==> src/rtl/rob_retire_buffer.sv <==
// Reorder buffer with in-order retirement.
// Dispatch allocates entries at the tail, one per cycle. Writeback marks them
// complete by tag. Completed entries retire from the head in program order,
// and each retirement hands pd_old back to the free list. A flush or a reset
// empties the buffer. Full and empty have the same head==tail pointer
// relationship, so the occupancy count is the only thing that tells them apart.
module rob_retire_buffer #(
  parameter  int DEPTH  = 16,
  parameter  int PREG_W = 7,
  localparam int TAG_W  = $clog2(DEPTH),
  localparam int CNT_W  = TAG_W + 1
) (
  input  logic              clk,
  input  logic              reset,
  input  logic              alloc_valid,
  output logic              alloc_ready,
  input  logic [PREG_W-1:0] alloc_pd_new,
  input  logic [PREG_W-1:0] alloc_pd_old,
  input  logic              alloc_has_rd,
  input  logic [31:0]       alloc_pc,
  output logic [TAG_W-1:0]  alloc_tag,
  input  logic              cmpl_valid,
  input  logic [TAG_W-1:0]  cmpl_tag,
  output logic              retire_valid,
  input  logic              retire_ready,
  output logic [PREG_W-1:0] retire_pd_old,
  output logic [PREG_W-1:0] retire_pd_new,
  output logic              retire_has_rd,
  output logic [31:0]       retire_pc,
  output logic [TAG_W-1:0]  retire_tag,
  input  logic              flush,
  output logic [CNT_W-1:0]  count,
  output logic              empty,
  output logic              full
);

  logic [DEPTH-1:0]  valid_q, valid_d;
  logic [DEPTH-1:0]  cmpl_q, cmpl_d;
  logic [PREG_W-1:0] pd_new_q [DEPTH];
  logic [PREG_W-1:0] pd_new_d [DEPTH];
  logic [PREG_W-1:0] pd_old_q [DEPTH];
  logic [PREG_W-1:0] pd_old_d [DEPTH];
  logic [DEPTH-1:0]  has_rd_q, has_rd_d;
  logic [31:0]       pc_q [DEPTH];
  logic [31:0]       pc_d [DEPTH];
  logic [TAG_W-1:0]  head_q, head_d;
  logic [TAG_W-1:0]  tail_q, tail_d;
  logic [CNT_W-1:0]  count_q, count_d;

  logic alloc_fire;
  logic retire_fire;

  // alloc_ready comes only from the registered count, so there is no path from
  // retire_ready. A full buffer stalls allocation even while a retire fires.
  assign full        = (count_q == CNT_W'(DEPTH));
  assign empty       = (count_q == '0);
  assign alloc_ready = !full;
  assign alloc_tag   = tail_q;
  assign count       = count_q;

  // The head entry is presented combinationally. Because retire_valid uses only
  // registered bits, the head fields stay stable while retire_ready is low.
  assign retire_valid  = valid_q[head_q] && cmpl_q[head_q];
  assign retire_tag    = head_q;
  assign retire_pd_old = pd_old_q[head_q];
  assign retire_pd_new = pd_new_q[head_q];
  assign retire_has_rd = has_rd_q[head_q];
  assign retire_pc     = pc_q[head_q];

  assign alloc_fire  = alloc_valid && alloc_ready;
  assign retire_fire = retire_valid && retire_ready;

  // Next-state update: flush wins over everything, otherwise complete/retire/allocate
  always_comb begin
    valid_d  = valid_q;
    cmpl_d   = cmpl_q;
    pd_new_d = pd_new_q;
    pd_old_d = pd_old_q;
    has_rd_d = has_rd_q;
    pc_d     = pc_q;
    head_d   = head_q;
    tail_d   = tail_q;
    count_d  = count_q;
    if (flush) begin
      valid_d = '0;
      cmpl_d  = '0;
      head_d  = '0;
      tail_d  = '0;
      count_d = '0;
    end else begin
      // A completion to an empty slot is stale and is ignored.
      if (cmpl_valid && valid_q[cmpl_tag]) begin
        cmpl_d[cmpl_tag] = 1'b1;
      end
      if (retire_fire) begin
        valid_d[head_q] = 1'b0;
        cmpl_d[head_q]  = 1'b0;
        head_d          = head_q + TAG_W'(1);
      end
      // The tail slot is free whenever allocation fires. A completion aimed at
      // it has already been dropped above, so it cannot collide with this write.
      if (alloc_fire) begin
        valid_d[tail_q]  = 1'b1;
        cmpl_d[tail_q]   = 1'b0;
        pd_new_d[tail_q] = alloc_pd_new;
        pd_old_d[tail_q] = alloc_pd_old;
        has_rd_d[tail_q] = alloc_has_rd;
        pc_d[tail_q]     = alloc_pc;
        tail_d           = tail_q + TAG_W'(1);
      end
      count_d = count_q + CNT_W'(alloc_fire) - CNT_W'(retire_fire);
    end
  end

  // State register; reset also clears the entry payloads
  always_ff @(posedge clk) begin
    if (reset) begin
      valid_q  <= '0;
      cmpl_q   <= '0;
      has_rd_q <= '0;
      head_q   <= '0;
      tail_q   <= '0;
      count_q  <= '0;
      for (int i = 0; i < DEPTH; i++) begin
        pd_new_q[i] <= '0;
        pd_old_q[i] <= '0;
        pc_q[i]     <= '0;
      end
    end else begin
      valid_q  <= valid_d;
      cmpl_q   <= cmpl_d;
      has_rd_q <= has_rd_d;
      head_q   <= head_d;
      tail_q   <= tail_d;
      count_q  <= count_d;
      pd_new_q <= pd_new_d;
      pd_old_q <= pd_old_d;
      pc_q     <= pc_d;
    end
  end

endmodule

==> config.mk <==
export PLATFORM = sky130hd
export DESIGN_NAME = rob_retire_buffer
export DESIGN_NICKNAME = d
export VERILOG_FILES = /design/src/rtl/rob_retire_buffer.sv
export SDC_FILE = /design/constraint.sdc
export NUM_CORES = 2
export LEC_CHECK = 0
export ABC_AREA = 0
export CAP_MARGIN = 0
export CORE_UTILIZATION = 55
export CTS_BUF_LIST = sky130_fd_sc_hd__clkbuf_4 sky130_fd_sc_hd__clkbuf_8
export CTS_CLUSTER_DIAMETER = 200
export DETAILED_ROUTE_END_ITERATION = 10
export DONT_BUFFER_PORTS = 1
export PLACE_DENSITY_LB_ADDON = 0.05
export SETUP_SLACK_MARGIN = 0.2
export SYNTH_ARGS = -nofsm -noshare
export SYNTH_HDL_FRONTEND = slang
export SYNTH_SLANG_ARGS = --single-unit
==> constraint.sdc <==
create_clock -name clk -period 4.5 [get_ports clk]
set_clock_uncertainty 0.15 [all_clocks]
set_input_delay 0.9 -clock clk [delete_from_list [all_inputs] [get_ports clk]]
set_output_delay 0.9 -clock clk [all_outputs]
set_load 0.005 [all_outputs]
==> out/metrics.yaml <==
worst_setup_path:
  worstPathRequired_ns: 3.45
  timing.critical_path.arrival_ns: 3.10
  end_kind: "output port"
  worstSetupPathType: "reg2out"
  cp-start-kind: "flip-flop"
  crit_fanout: 86
power_and_ir_drop:
  powerDensity_nw_per_um2: 380
  p_leak_nw: 11.4
  peakVddDrop_uv: 275
  seqPwrFrac_pct: 50.8
  p_sw_mw: 3.08
  swShare_pct: 22.0
  power.internal_mw: 10.9
  p_comb_share_pct: 1.6
  pwr-share-clk_pct: 47.5
floorplanning:
  die_h_um: 251
  num_rows: 91
  dieArea_um2: 63200
  chipWidth_um: 251
  num_io_pins: 121
  core_um2: 61600
  initial_core_util_pct: 55.6
cells_and_area:
  layout.nets: 3815
  fin_area_um2: 36800
  utilization_pct: 59.8
  drive_gt1_share_pct: 14.8
  syn2layout_area_growth_pct: 7.51
  finalNonFillerCells: 4669
route:
  dr.pass1.iters: 6
  wire_per_inst_um: 24.1
  drc: 0
  num_vias: 28500
  drt_iter0_markers: 3447
  finalWirelength_mm: 113
  ant_nets: 0
  vias_per_cell: 6.10
synth:
  muxShareOfSynthArea_pct: 15.8
  ys_seq_area_share_pct: 46.6
  synthArstFlopShare_pct: 0
  synth_compound_area_share_pct: 12.2
  synth_edf_count: 0
  synth_top_family_by_area: "simple AND/OR/NAND/NOR gates"
  synthesis.area_um2: 34200
  syn_inst: 3967
  yosys.area_share.xor_xnor_pct: 0.154
  yosys.area_share.adder_pct: 0.570
  synth-simple-area-share_pct: 19.1
  syn_area_per_cell_um2: 8.63
  syn-num-nets: 4039
  ys_types: 54
  ys_warn_count: 0
  ys_seq_elements: 797
  synth_ff_type: "dfxtp_1"
global_route:
  grt_max_degree: 755
  grt_pass1_vias: 27400
  met2_usage_pct: 59.0
  grt_pass1_wl_mm: 167
  met3_usage_pct: 5.97
  gr-total-overflow: 0
  grt-busiest-layer: "met2"
  grt.total_usage_pct: 35.2
  antenna_found_initial: 1
  use_met1_pct: 43.8
min_path:
  hp-class: "in2reg"
clock_network:
  cts_tree: "yes"
  clock_path_buffers: 3
  clk_latency_ns: 0.80
  h-tree-depth: 4
  cts.sinks: 797
  cts_made_buffers: 138
  clk_pin_slew_worst_paths_ns: 0.06
  cts-root-buf: "clkbuf_8"
  hold_buffers: 0
timing:
  fin_crit_sh_pct: 92.2
  rsz0062_at_grt: "false"
  tightest_slew_ns: 2.31
  period_minus_slack_ns: 4.15
  relSlewSlack_pct: -54.3
  finalSetupViolations: 0
  slew_violations: 594
  max_freq_mhz: 241
  finalSetupTns_ns: 0
  hold_violations: 0
run_status:
  outcome: "finished with violations"
  violations: "max-slew violations"
placed_design:
  gp_congestion: 0.929
  dp_hpwl_mm: 54.2
  io_buffers: 0
  placed_cells: 4439
  placed_cell_area_um2: 34000
job:
  cap_violations: 0
## state kept, by name, summed over array words and instances, names as in the netlist
name / cells
alloc_tag: 4
cmpl_q: 16
count: 5
has_rd_q: 16
pc_q: 512
pd_new_q: 112
pd_old_q: 112
retire_tag: 4
valid_q: 16
## final timing paths
check             cells after the start       endpoint     startpoint  slack (ns)
hold / removal                        1      pc_q[193]          reset        0.07
setup / recovery                      3  retire_pc[23]  retire_tag[0]        0.35
setup reg to reg                     14       count[4]  retire_tag[1]        0.69
hold reg to reg                       2      pc_q[265]      pc_q[265]        0.30
## metrics by stage
step | setup WS [ns] | power (mW) | hold WS [ns]
after global placement | 0.841 | 7.47 | 0.287
after detailed placement | 0.854 | 7.48 | 0.292
final | 0.350 | 14.0 | 0.0693
after global routing | 0.217 | 14.4 | 0.0697
after CTS | 0.198 | 14.1 | 0.0269
after floorplan | 1.24 | 7.59 | 0.283
## cell type report
cell class | count | area, um2
Antenna cell | 2 | 5.00
Fill cell | 5329 | 24800
Sequential cell | 797 | 16000
Tap cell | 837 | 1050
Multi-Input combinational cell | 2747 | 16500
Clock buffer | 214 | 2660
Clock inverter | 13 | 86.3
Inverter | 13 | 51.3
Timing Repair Buffer | 46 | 512
## power by group through the flow
stage	clock (mW)	combinational, mW	sequential [mW]
floorplan	0	0.335	7.26
global placement	0	0.214	7.26
detailed placement	0	0.219	7.26
CTS	6.73	0.219	7.11
global route	7.03	0.235	7.11
finish	6.65	0.224	7.11
## synthesized netlist by cell type (14+ instances only)
| cell type | count | share of area (%) |
|---|---|---|
| nand2_1 | 1537 | 17 |
| dfxtp_1 | 797 | 47 |
| or2_1 | 16 | 0.29 |
| buf_4 | 26 | 0.57 |
| a21oi_1 | 776 | 11 |
| buf_2 | 142 | 2.1 |
| nor3_1 | 16 | 0.23 |
| nor2_1 | 37 | 0.41 |
| clkbuf_1 | 234 | 2.6 |
| ha_1 | 14 | 0.51 |
| nand3_1 | 15 | 0.22 |
| mux4_2 | 239 | 16 |
## routing by layer
metal	vias to the layer above	share of wire, %
met2	1405	48
met4	0	4.7
met3	350	8.8
met5	-	0
li1	12800	-
met1	13900	38
## critical path: stages (launching register included)
cell and delay, ns:
dfxtp_4 0.47, buf_12 0.54, mux4_2 0.61, mux4_2 0.57
## layout by cell type (no fill, tap or decap), drive strengths merged, types with 8 or more instances in the layout
cell	n
inv	14
nor2	37
buf	45
mux4	239
o22ai	12
and2	8
dfxtp	797
ha	14
nand2	1538
a21oi	776
nand3	16
nor2b	14
o21ai	13
nor3	16
clkbuf	215
or2	17
## cells by family (layout without fill, tap and decap cells)
kind of cell / after synthesis / in the layout
xor+xnor: 6 / 6
fa+ha+maj: 15 / 15
other cells: 0 / 2
simple gates: 1671 / 1671
flops: 797 / 797
buf+inv: 423 / 286
compound gates: 815 / 815
mux: 240 / 240
## repair_timing
| action | 4_1_cts | 5_1_grt |
|---|---|---|
| setup buffers | 0 | 0 |
| setup endpoints to repair | 11 | 1 |
| hold endpoints to repair | 0 | 0 |
| gates cloned | 0 | 1 |
| gates resized for setup | 2 | 0 |
No activity file was read; power rests on OpenSTA's default activity.
